==> src/rtl/vh_result_unpacker.sv <==
// Unpacks the 90-bit vloghammer result vector {y0..y17} into 18 extended field beats.
// Optional parity check of the packed word is enabled with `define VH_PARITY_CHECK_EN.
module vh_result_unpacker #(
    parameter int OUT_W = 8,
    parameter int CNT_W = 16
) (
    input  logic             clk,
    input  logic             rst_n,
    input  logic             in_valid,
    output logic             in_ready,
    input  logic [89:0]      in_word,
`ifdef VH_PARITY_CHECK_EN
    input  logic             in_parity,
    output logic             parity_err,
    output logic [CNT_W-1:0] err_count,
`endif
    output logic             out_valid,
    input  logic             out_ready,
    output logic [OUT_W-1:0] field_data,
    output logic [4:0]       field_idx,
    output logic             field_signed,
    output logic             field_last,
    output logic [CNT_W-1:0] words_done
);

    typedef enum logic {IDLE, STREAM} state_t;

    state_t      state;
    logic [89:0] hold;
    logic [4:0]  idx;

    logic        last_hs;
    logic        accept;

    logic [6:0]       lsb;
    logic [2:0]       wid;
    logic             sgn;
    logic [OUT_W-1:0] raw;
    logic [OUT_W-1:0] keep;
    logic [OUT_W-1:0] ext;

    function automatic int unsigned fld_w(input int unsigned m);
        return 4 + m;
    endfunction

    function automatic int unsigned fld_off(input int unsigned m);
        return (m == 0) ? 0 : ((m == 1) ? 4 : 9);
    endfunction

    assign out_valid = (state == STREAM);
    assign last_hs   = out_valid && out_ready && (idx == 5'd17);
    assign in_ready  = (state == IDLE) || last_hs;
    assign accept    = in_valid && in_ready;

    // Fields repeat in 15-bit groups of widths 4/5/6; bounds are constants per index.
    always_comb begin
        lsb = '0;
        wid = 3'd4;
        sgn = 1'b0;
        for (int unsigned k = 0; k < 18; k++) begin
            if (idx == 5'(k)) begin
                lsb = 7'(90 - (k / 3) * 15 - fld_off(k % 3) - fld_w(k % 3));
                wid = 3'(fld_w(k % 3));
                sgn = (k % 6) >= 3;
            end
        end
    end

    always_comb begin
        raw  = OUT_W'(hold >> lsb);
        keep = ~({OUT_W{1'b1}} << wid);
        ext  = (sgn && raw[wid - 3'd1]) ? (raw | ~keep) : (raw & keep);
    end

    assign field_data   = out_valid ? ext : '0;
    assign field_idx    = out_valid ? idx : '0;
    assign field_signed = out_valid & sgn;
    assign field_last   = out_valid & (idx == 5'd17);

`ifdef VH_PARITY_CHECK_EN
    logic hold_par;
`endif

    always_ff @(posedge clk or negedge rst_n) begin
        if (!rst_n) begin
            state      <= IDLE;
            hold       <= '0;
            idx        <= '0;
            words_done <= '0;
`ifdef VH_PARITY_CHECK_EN
            hold_par   <= 1'b0;
            parity_err <= 1'b0;
            err_count  <= '0;
`endif
        end else begin
`ifdef VH_PARITY_CHECK_EN
            parity_err <= 1'b0;
            if (last_hs && ((^hold) != hold_par)) begin
                parity_err <= 1'b1;
                err_count  <= err_count + 1'b1;
            end
            if (accept)
                hold_par <= in_parity;
`endif
            case (state)
                IDLE: begin
                    if (accept) begin
                        hold  <= in_word;
                        idx   <= '0;
                        state <= STREAM;
                    end
                end
                STREAM: begin
                    if (out_ready) begin
                        if (idx == 5'd17) begin
                            words_done <= words_done + 1'b1;
                            if (accept) begin
                                hold <= in_word;
                                idx  <= '0;
                            end else begin
                                state <= IDLE;
                            end
                        end else begin
                            idx <= idx + 5'd1;
                        end
                    end
                end
                default: state <= IDLE;
            endcase
        end
    end

endmodule

==> config.mk <==
export PLATFORM = sky130hd
export DESIGN_NAME = vh_result_unpacker
export DESIGN_NICKNAME = d
export VERILOG_FILES = /design/src/rtl/vh_result_unpacker.sv
export SDC_FILE = /design/constraint.sdc
export NUM_CORES = 1
export LEC_CHECK = 0
export CORE_MARGIN = 2
export CORE_UTILIZATION = 55
export CTS_CLUSTER_DIAMETER = 60
export CTS_CLUSTER_SIZE = 30
export DETAILED_ROUTE_END_ITERATION = 10
export PLACE_DENSITY = 0.9
export SLEW_MARGIN = 15
export SYNTH_ARGS = -nofsm -noshare
export SYNTH_HDL_FRONTEND = slang
export SYNTH_SLANG_ARGS = --single-unit
==> constraint.sdc <==
create_clock -name clk -period 6.1 [get_ports clk]
set_clock_uncertainty 0.1 [all_clocks]
set_input_delay 1.22 -clock clk [delete_from_list [all_inputs] [get_ports clk]]
set_output_delay 1.22 -clock clk [all_outputs]
set_load 0.02 [all_outputs]
======== Word level (Yosys, flattened, before mapping) ========
Index checks and enable logic that the tools add are counted.
word-level totals
  register bits ........................... 112
  input bits .............................. 94
  output and inout port bits .............. 33
  logic and storage cells ................. 111
operators by class
  add/subtract/negate cells ............... 3
  $lt $le $gt $ge ......................... 1
  eq/ne operators ......................... 19
  shift-type cells ........................ 2
  mux-type cells .......................... 67
  bitwise gates (word level) .............. 7
  reductions and logical operators ........ 8
operators with widths
  operator                                                               count
  90-bit two-way mux                                                     3
  90-bit case mux with 2 select lines                                    1
  7-bit two-way mux                                                      18
  90-bit by 7-bit right shift with 8-bit output                          1
  3-bit two-way mux                                                      15
  5-bit by 4-bit == test with 1-bit output (second input constant)       8
  5-bit by 3-bit == test with 1-bit output (second input constant)       4
  1-bit two-way mux                                                      20
  5-bit two-way mux                                                      4
  16-bit by 1-bit adder with 16-bit output (second input constant)       1
  8-bit two-way mux                                                      2
  8-bit NOT                                                              2
  5-bit by 2-bit == test with 1-bit output (second input constant)       2
  5-bit == test (second input constant)                                  2
  5-bit case mux with 2 select lines                                     1
  8-bit AND                                                              1
  8-bit bitwise OR                                                       1
  8-bit by 3-bit left shift with 8-bit output (first input constant)     1
  5-bit by 1-bit adder with 5-bit output (second input constant)         1
  5-bit by 1-bit == test with 1-bit output (second input constant)       1
  5-bit logical NOT                                                      1
  1-bit logical AND                                                      4
  3-bit by 4-bit < comparator with 1-bit output (second input constant)  1
  1-bit binary-select mux with 3-bit select                              1
  other kinds (10)                                                       11

======== Longest topological paths before layout ========
  word-level depth ........................ 25
  depth in mapped cells ................... 21

======== Worst setup path before layout ========
Ideal clock, no wire load.
  path type ............................... reg-to-output
  from .................................... register idx[0]
  to ...................................... output field_data[4]
  arrival time ............................ 4190 ps
  path slack .............................. 590 ps
  stages on the path, launching flop included .. 19
  path through ............................ dfrtp_1 ha_1 clkbuf_1 and3_1 ha_1 clkbuf_1 a21oi_1 a21oi_1 nor2_2 buf_6 buf_6 buf_2 mux2_2 a221oi_1 o2111ai_1 o211ai_1 o21ai_0 a311o_1 o22ai_1
between the ends
  word-level cells in the longest chain between the ends .. 25
  elaborated cells between the ends (all ways) .. 80
  those cells by class .................... 1 x add/sub; 17 x eq/ne; 2 x shift; 54 x mux; 4 x bitwise; 2 x reduce/logical
ends and longest elaborated chain
  item                                           line  text
  from (decl)                                    30    logic [4:0] idx;
  from (signal assigned)                         124   idx <= idx + 5'd1;
  5-bit logical NOT                              61    if (idx == 5'(k)) begin
  7-bit two-way mux (18 in a row)                61
  90-bit by 7-bit right shift with 8-bit output  70    raw = OUT_W'(hold >> lsb);
  1-bit binary-select mux with 3-bit select      72    ext = (sgn && raw[wid - 3'd1]) ? (raw | ~keep) : (raw & keep);
  1-bit two-way mux (not written as such)        72
  1-bit logical AND                              72
  8-bit two-way mux *                            72
  8-bit two-way mux *                            75    assign field_data = out_valid ? ext : '0;
  to (decl)                                      19    output logic [OUT_W-1:0] field_data,
Every way passes the cells marked *; elsewhere a longest branch is shown, timed or not. The select of a mux whose other input is x is not followed.

======== Worst setup path after layout ========
  from .................................... register idx[2]
  to ...................................... output field_data[2]
The elaborated chain is that of the path after synthesis.

==> impl_results.md <==
* Status: complete, no violations
* Post-route clock period utilization at 98.74%
* WHS at 0.4011 ns
* DR iter-0 viols at 1324
* R2r setup slk at 2.75 ns
* Hold Path Cell Cnt at 1
* Filler cell count at 1324
* Final slew viol count at 0
* Worst r2r dst: hold[65]
* Die Span X at 135.6 um
* DR vias at 10690
* ANT cells at 0
* Final ANT Viol Nets at 0
* Combined area of all synthesized cells at 9529 um2
* CTS Sinks at 112
* Row cnt at 48
* Cell mode on critical path: buf_4
* RR Startpoint: idx[3]
* Hold EP: words_done[14]
* WP data required at 4.78 ns
* CTS buffer count at 9
* Initial core utilization at 55.67%
* Worst slew pin tran at 1.086 ns
* DR DRC count at 0
* Crit Path Max Fanout at 13
* CTS root buf: clkbuf_16
* Syn nets at 1293
* Max Buffers Root-to-Sink at 2
* R2R depth at 9
* Total congestion overflow at 0
* Post-synth EDFFs at 0
* CTS clk-pin slew, worst paths at 0.08 ns
* Share of cells above drive strength 1 at 20.76%
* First-pass GRT wire length at 57060 um
* Setup-failing EPs final at 0
* Worst path slowest cell: clkdlybuf4s50_1
* Ys async rst share at 100.0%
* Fin nets at 1490
* DP HPWL at 27260 um
* Fin crit period at 6.023 ns
* Routed wire per std cell at 22.54 um
* Max-cap violations at 0
* WL final at 36450 um
* Overall Global Routing Usage at 40.03%
* Initial antenna violation count at 0
* Multi-input logic area at 6302 um2
* Yosys warns at 0
* Cell family with most CP delay: simple AND/OR/NAND/NOR gates
* Mean Syn Cell Area at 8.008 um2
* Seq. cell area at 2806 um2
* CP Capture Type: output pin
* Synthesized instance count at 1190
* Final Hold Fails at 0
* Slew margin rel. at 27.58%
* Flops & latches, synth at 112
* Core Box Area at 17120 um2
* Crit path DAT at 4.70 ns
* Area Overhead vs Synth at 29.70%
* Clock Latency Late Sink at 0.36 ns
* Crit path largest cell delay at 0.74 ns
* Hold crit path type: reg -> reg
* F_max at 166.0 MHz
* Netlist cell types at 98
* Hold bufs inserted after CTS at 0
* IO Pins at 127
* CTS tree: done
* Crit path launch type: register
* Number of detailed-route iterations in the first pass at 6
* Crit path kind: reg -> out
* Post-synthesis sequential area ratio at 29.41%
* H-Tree Depth at 3
* Min-Delay Startpoint: words_done[14]
* Die Y at 135.6 um
* Vias in the first global route at 10190
* Pin count of the biggest net entering global routing at 113
* Number of I/O port buffers at 126
* Crit-path cells: buf_4 -> or3b_1 -> o32ai_1 -> or3_1 -> buf_4 -> nand3_2 -> nor2_2 -> buf_4 -> a221oi_1 -> o221ai_2 -> a21oi_2 -> buf_4 -> nor4_1 -> clkdlybuf4s50_1
* Worst path bufs/invs at 5
* Gpl congestion at 1.079
* DR vias/cell at 6.608
* Area of the die at 18390 um2
* Top FF cell, synth: dfrtp_1
-- cell families (layout without fill, tap and decap cells) --
| logic type | count (synthesis) | count (layout) | synth area share, % |
|---|---|---|---|
| and+or+nand+nor | 505 | 505 | 23.45 |
| AOI/OAI and AO/OA | 325 | 325 | 23.46 |
| buffers and inverters | 125 | 327 | 6.788 |
| DFF | 112 | 112 | 29.41 |
| muxes | 97 | 97 | 14.14 |
| xor gates and xnor gates | 17 | 17 | 1.562 |
| adders and majority gates | 9 | 9 | 1.182 |
-- metal layers --
metal  GRT usage (%)  part of all wire [%]
met5               0                     0
met2           62.04                    45
met4           12.33                   4.0
met3           8.679                    11
met1           56.20                    40
-- worst register-to-register path, delay by kind of cell (launching register included) --
family,cells,cell delay (ns)
AND/OR/NAND/NOR,4,1.51
buffers and inverters,3,0.57
AO/OA/AOI/OAI,2,0.57
flip-flops,1,0.53
-- worst max-delay path by stage --
| stage | start | to | cells past startpoint |
|---|---|---|---|
| global route | idx[0] | field_data[6] | 20 |
| detailed placement | idx[0] | field_data[6] | 19 |
| global placement | idx[0] | field_data[7] | 20 |
| floorplan | idx[0] | field_data[4] | 18 |
| finish | idx[2] | field_data[2] | 14 |
| CTS | idx[0] | field_data[7] | 17 |
-- through the flow --
step / instances / utilization [%] / setup slack [ns] / area [um2] / setup TNS, ns
after floorplan: 1190 / - / 0.5900 / 9529 / 0
after global placement: 1591 / 68.66 / 0.007878 / 11750 / 0
after detailed placement: 1591 / 68.66 / -0.09995 / 11750 / -0.3580
after CTS: 1610 / 71.02 / 0.001762 / 12160 / 0
after global routing: 1617 / 72.21 / -0.002197 / 12360 / -0.002197
final: 1617 / 72.21 / 0.07676 / 12360 / 0
-- area by class of cell --
class	count	area share [%]
multi-input combinational	953	50.99
sequential	112	22.71
timing repair buffer	279	20.69
tap	225	2.278
clock buffer	10	1.853
inverter	32	0.9719
clock inverter	6	0.5062
-- synthesized netlist by cell type (4+ instances only) --
library cell	instances	area share [%]
buf_2	30	1.6
xnor2_1	10	0.92
a31oi_1	12	0.79
o221ai_1	5	0.46
a311oi_1	4	0.37
nor2_1	44	1.7
a211oi_1	29	2.3
mux4_2	26	6.1
o21ai_0	75	3.9
o31ai_1	7	0.55
nand2_1	318	13
nand3_1	60	3.2
mux2_2	15	1.8
buf_4	11	0.87
nand4_1	5	0.33
and3_1	13	0.85
o21ai_1	4	0.21
inv_1	31	1.2
o21a_1	5	0.39
a21oi_1	70	3.7
buf_6	11	1.3
a22oi_1	7	0.55
o211a_1	5	0.53
and2_1	7	0.46
mux2i_1	54	5.7
a211o_1	6	0.55
a221o_1	5	0.53
clkbuf_1	39	1.5
nor2b_1	4	0.26
or3_1	6	0.39
o22ai_1	7	0.46
nor3_1	16	0.84
nand2b_1	4	0.26
dfrtp_1	112	29
ha_1	9	1.2
xor2_1	7	0.64
o211ai_1	21	1.7
a21o_1	4	0.32
-- sequential cells by signal, summed over array words and instances (netlist names) --
name and count:
words_done 16, hold 90, out_valid 1, idx 5
-- timing repair --
| item | in CTS | in global routing |
|---|---|---|
| resized for setup | 28 | 44 |
| hold endpoints to repair | 0 | 0 |
| setup buffers | 3 | 6 |
| cloned | 0 | 1 |
| setup endpoints to repair | 6 | 7 |
| pin swaps | 1 | 10 |
-- cell usage in the layout (no fill, tap or decap), drive strengths merged, types with 4 or more instances in the layout --
cell type,count
a2111oi,5
a211o,6
a211oi,29
a21o,4
a21oi,74
a221o,5
a22oi,8
a311oi,4
a31oi,12
and2,7
and3,13
buf,154
clkbuf,14
clkdlybuf4s50,121
clkinv,5
dfrtp,112
ha,9
inv,33
mux2,15
mux2i,54
mux4,28
nand2,321
nand2b,4
nand3,61
nand4,5
nor2,46
nor2b,4
nor3,19
o211a,5
o211ai,21
o21a,5
o21ai,82
o221ai,5
o22ai,8
o31ai,8
or3,6
xnor2,10
xor2,7
Power is not shown: default switching activity piles up to over one toggle a cycle in this logic, so the estimate is an artifact.
==> RTL change 1, RTL diff (same settings) <==
Compare `idx` against `5'd17` with >= in place of ==.
--- a/src/rtl/vh_result_unpacker.sv
+++ b/src/rtl/vh_result_unpacker.sv
@@ -76,5 +76,5 @@
     assign field_idx    = out_valid ? idx : '0;
     assign field_signed = out_valid & sgn;
-    assign field_last   = out_valid & (idx == 5'd17);
+    assign field_last   = out_valid & (idx >= 5'd17);
 
 `ifdef VH_PARITY_CHECK_EN
Behaviour: no difference found for any inputs over 4 cycles, from zero or initial values and one cycle with rst_n low; that may be too few to reach the edited logic, so the function may still have changed.
==> RTL change 1 against the original RTL <==
Routed wire length is 6.8% lower. Via count down 7.3%. Worst setup slack lost 0.092 ns. Critical endpoint is now field_data[6]. Sequential cell count unchanged. The flow now finishes with violations (setup timing). Area after synthesis decreased by 3.9%. Die area down 3.8%. Final area is 2.8% higher.
Power is left out: the tool's default activity adds up to more than one toggle a clock period on the data nets, which glitch-free logic cannot reach.
==> RTL change 1: results (changes against the original RTL) <==
metric	value	unit	change
Nets	1368		-8.2%
Post-Route M1 WL	13.06	mm	-12%
via count	9904		-7.3%
worst-skew pair later-pin latency	0.37	ns	
main area contributors after synthesis	dfrtp_1 31%, mux2_2 12%, mux2i_1 12%		
Longest Clk Path Bufs	2		unchanged
Routed WL per cell	22.81	um	+1.2%
Critical Path Max Stage Delay	0.60	ns	-0.14 ns
Post-CTS Setup Bufs	7		+4
CTS Buf Count	9		unchanged
Clock Tree Root	clkbuf_16		
crit path max fanout	7		-6
Post-Syn Nets	1116		-14%
M3 GR Usage	0.06398		-0.02281
layout cells sized above 1	0.3063		+0.09868
HPWL after DPL	24.39	mm	-11%
Post-synth top flop	dfrtp_1		
met1 Track Usage GR	0.4767		-0.08523
Iter 0 DRT Violations	1479		+12%
crit path setup slack, layout	-0.01524	ns	-0.09199 ns
Total GRT Usage	0.3698		-0.03054
failing checks	setup timing		
initial antenna violation count	0		unchanged
Synth cell types	92		-6.1%
asr flop ratio synth	1.000		unchanged
GPL Wtd Cong	1.071		-0.78%
vias in the first global route	9526		-6.5%
DR pass1 iterations	8		+2
most common library cells after synthesis	128 x nand2_1, 112 x dfrtp_1, 108 x mux2i_1, 97 x mux2_2, 59 x nand3_1		
post-route ant nets	0		unchanged
first-pass GRT wire length	51.60	mm	-9.6%
I/O Buffers	126		unchanged
H-tree depth	3		unchanged
# resized after CTS	46		+64%
metal3 WL	3.398	mm	-15%
GR Util met2	0.6131		-0.007244
top routing layer in use	met4		
met2 WL	15.77	mm	-2.8%
worst min path class	reg2reg		
status	complete, but fails checks		
WP data arrival	4.80	ns	+0.10 ns
Least-Margin Pin Slew	0.8503	ns	-0.2360 ns
top flop regs	hold (90), words_done (16), idx (5)		
Worst-path clk slew	0.08	ns	about the same
pre-CTS setup slack	-0.2074	ns	-0.1074 ns
register area share after synthesis	0.3061		+0.01202
# diodes	0		unchanged
synth warn	0		unchanged
Critical-path top delay cell	or4_4		
setup violation total in the final timing report	1		+1
largest net degree at the start of global routing	65		-42%
## RTL change 1: critical path: cells and delay by family (launching register included)
| kind | cells | cell delay (ns) |
|---|---|---|
| multiplexers | 4 | 0.79 |
| AO/OA/AOI/OAI | 6 | 1.36 |
| flip-flops | 1 | 0.46 |
| AND/OR/NAND/NOR | 2 | 0.86 |
| buffers and inverters | 5 | 0.76 |
| adder cells (fa/ha/maj) | 1 | 0.18 |
## RTL change 1: final timing paths
| kind | start | endpoint | slack [ns] | cells after the start |
|---|---|---|---|---|
| min in group asynchronous | rst_n | hold[0] | 0.76 | 1 |
| hold reg to reg | words_done[10] | words_done[10] | 0.39 | 1 |
| setup / recovery | idx[0] | field_data[6] | -0.02 | 18 |
| setup reg to reg | idx[2] | hold[17] | 2.48 | 10 |
| hold / removal | words_done[10] | words_done[10] | 0.39 | 1 |
| max in group asynchronous | rst_n | hold[42] | 3.93 | 2 |
## RTL change 1: cell type report
type / instances / area, um^2
clock buffer: 10 / 239.0
clock inverter: 6 / 83.83
fill: 1082 / 3700
inverter: 13 / 51.30
multi-input combinational: 812 / 6222
sequential: 112 / 2806
tap: 220 / 275.3
timing repair buffer: 317 / 3029
## RTL change 1: metrics by stage
step | cells | TNS, ns | instance area, um^2
finish | 1490 | -0.01524 | 12710
global route | 1490 | -0.3702 | 12710
CTS | 1462 | 0 | 12210
detailed placement | 1437 | -0.5516 | 11640
global placement | 1437 | -0.1469 | 11640
floorplan | 1013 | 0 | 9155
## RTL change 1: kinds of logic (layout without fill, tap and decap cells)
group                      Yosys count  after routing  synth area share
xor gates and xnor gates            18             18           0.01722
buffers and inverters               90            346           0.05029
and+or+nand+nor                    331            332            0.1741
adders and majority gates            9              9           0.01230
AOI/OAI and AO/OA                  245            245            0.1952
DFF                                112            112            0.3061
muxes                              208            208            0.2448
==> RTL change 2, RTL diff (config.mk and constraints unchanged) <==
Without the edit above. `OUT_W`: 8 -> 9.
--- a/src/rtl/vh_result_unpacker.sv
+++ b/src/rtl/vh_result_unpacker.sv
@@ -2,5 +2,5 @@
 // Optional parity check of the packed word is enabled with `define VH_PARITY_CHECK_EN.
 module vh_result_unpacker #(
-    parameter int OUT_W = 8,
+    parameter int OUT_W = 9,
     parameter int CNT_W = 16
 ) (
Ports: changed (resized field_data); port bits go from 127 to 128. No check against the original RTL was run, so the function may have changed too.
==> RTL change 2 against the original RTL <==
Non-clock buffer count fell by 28. Sequential share of layout area rose by 1.6 points. Worst hold slack improved by 0.0058 ns. Critical path depth rose by 6. Sequential cell count did not move. Routed wire length fell by 16%. Cell count fell by 20%. Area after synthesis fell by 6.7%. Worst setup slack improved by 0.034 ns. Final area fell by 6.5%. Critical path type unchanged.
Power is not shown: default switching activity piles up to over one toggle a cycle in this logic, so the estimate is an artifact.
==> RTL change 2: results (changes against the original RTL) <==
metric	value	unit	change
worst hold slack	0.4069	ns	+0.005850 ns
crit path max fanout	7		-6
Critical-path top delay cell	or4_4		
Placed Area	10960	um^2	-6.7%
# resized after CTS	22		-21%
Sequential Area	2803	um^2	-0.13%
final worst path period share	0.9819		-0.005538
main area contributors after synthesis	dfrtp_1 32%, mux2_2 13%, mux4_2 10%		
Critical Path Max Stage Delay	0.57	ns	-0.17 ns
Iter 0 DRT Violations	1272		-3.9%
most common library cells after synthesis	112 x dfrtp_1, 101 x mux2_2, 73 x nand2_1, 49 x nor2_1, 45 x mux2i_1		
crit path to	field_data[5]		
WP data arrival	4.67	ns	-0.03 ns
status	finished clean		
# diodes	0		unchanged
hold depth	1		unchanged
register area share after synthesis	0.3153		+0.02115
final wirelength	30.45	mm	-16%
r2r endpoint	hold[34]		
comb_multi_in	694		-27%
layout cells sized above 1	0.2970		+0.08943
clk cell area share	0.02621		+0.002620
Worst R2R Setup Slack	2.65	ns	-0.10 ns
Total GRT Usage	0.3498		-0.05056
multi-input combinational area share	0.4975		-0.01241
bufs w/o clock	251		-10%
fill count	1142		-14%
WHS Endpoint	words_done[12]		
I/O Buffers	127		+0.79%
Post-Syn Nets	994		-23%
via count	8862		-17%
Post-Syn Area per Cell	9.977	um^2	+25%
non-clk buf share	0.2067		about the same
vias in the first global route	8576		-16%
fin cells	1300		-20%
HPWL after DPL	22.49	mm	-18%
Nets	1182		-21%
Hold Crit Start	words_done[12]		
Max transition margin	0.3070		+0.03116
first-pass GRT wire length	47.82	mm	-16%
final core occ	0.7300		+0.007884
pre-CTS setup slack	-0.2091	ns	-0.1091 ns
largest net degree at the start of global routing	76		-33%
RTL change 2: cell types whose count changed in the layout (fill, tap and decap cells not counted), sizes merged, moves of 8 or more:
cell / before / now
nand3: 61 / 29
a211oi: 29 / 21
mux4: 28 / 40
inv: 33 / 14
a21oi: 74 / 35
and2: 7 / 19
o21ai: 82 / 39
a221oi: 3 / 15
mux2i: 54 / 45
buf: 154 / 128
nand2: 321 / 73
mux2: 15 / 102
RTL change 2: logic make-up (layout without fill, tap and decap cells):
kind of cell / Yosys count / in the layout / synth area share
and+or+nand+nor: 256 / 256 / 0.1427
AOI/OAI and AO/OA: 223 / 223 / 0.1800
DFF: 112 / 112 / 0.3153
xor gates and xnor gates: 19 / 19 / 0.01872
muxes: 187 / 187 / 0.2812
adders and majority gates: 9 / 9 / 0.01267
buffers and inverters: 85 / 278 / 0.04940
RTL change 2: metal layers:
layer / global-route usage / routed length (um)
met5: 0 / 0
met4: 0.1341 / 1173
met3: 0.09606 / 3205
met2: 0.5509 / 14160
met1: 0.4628 / 11910
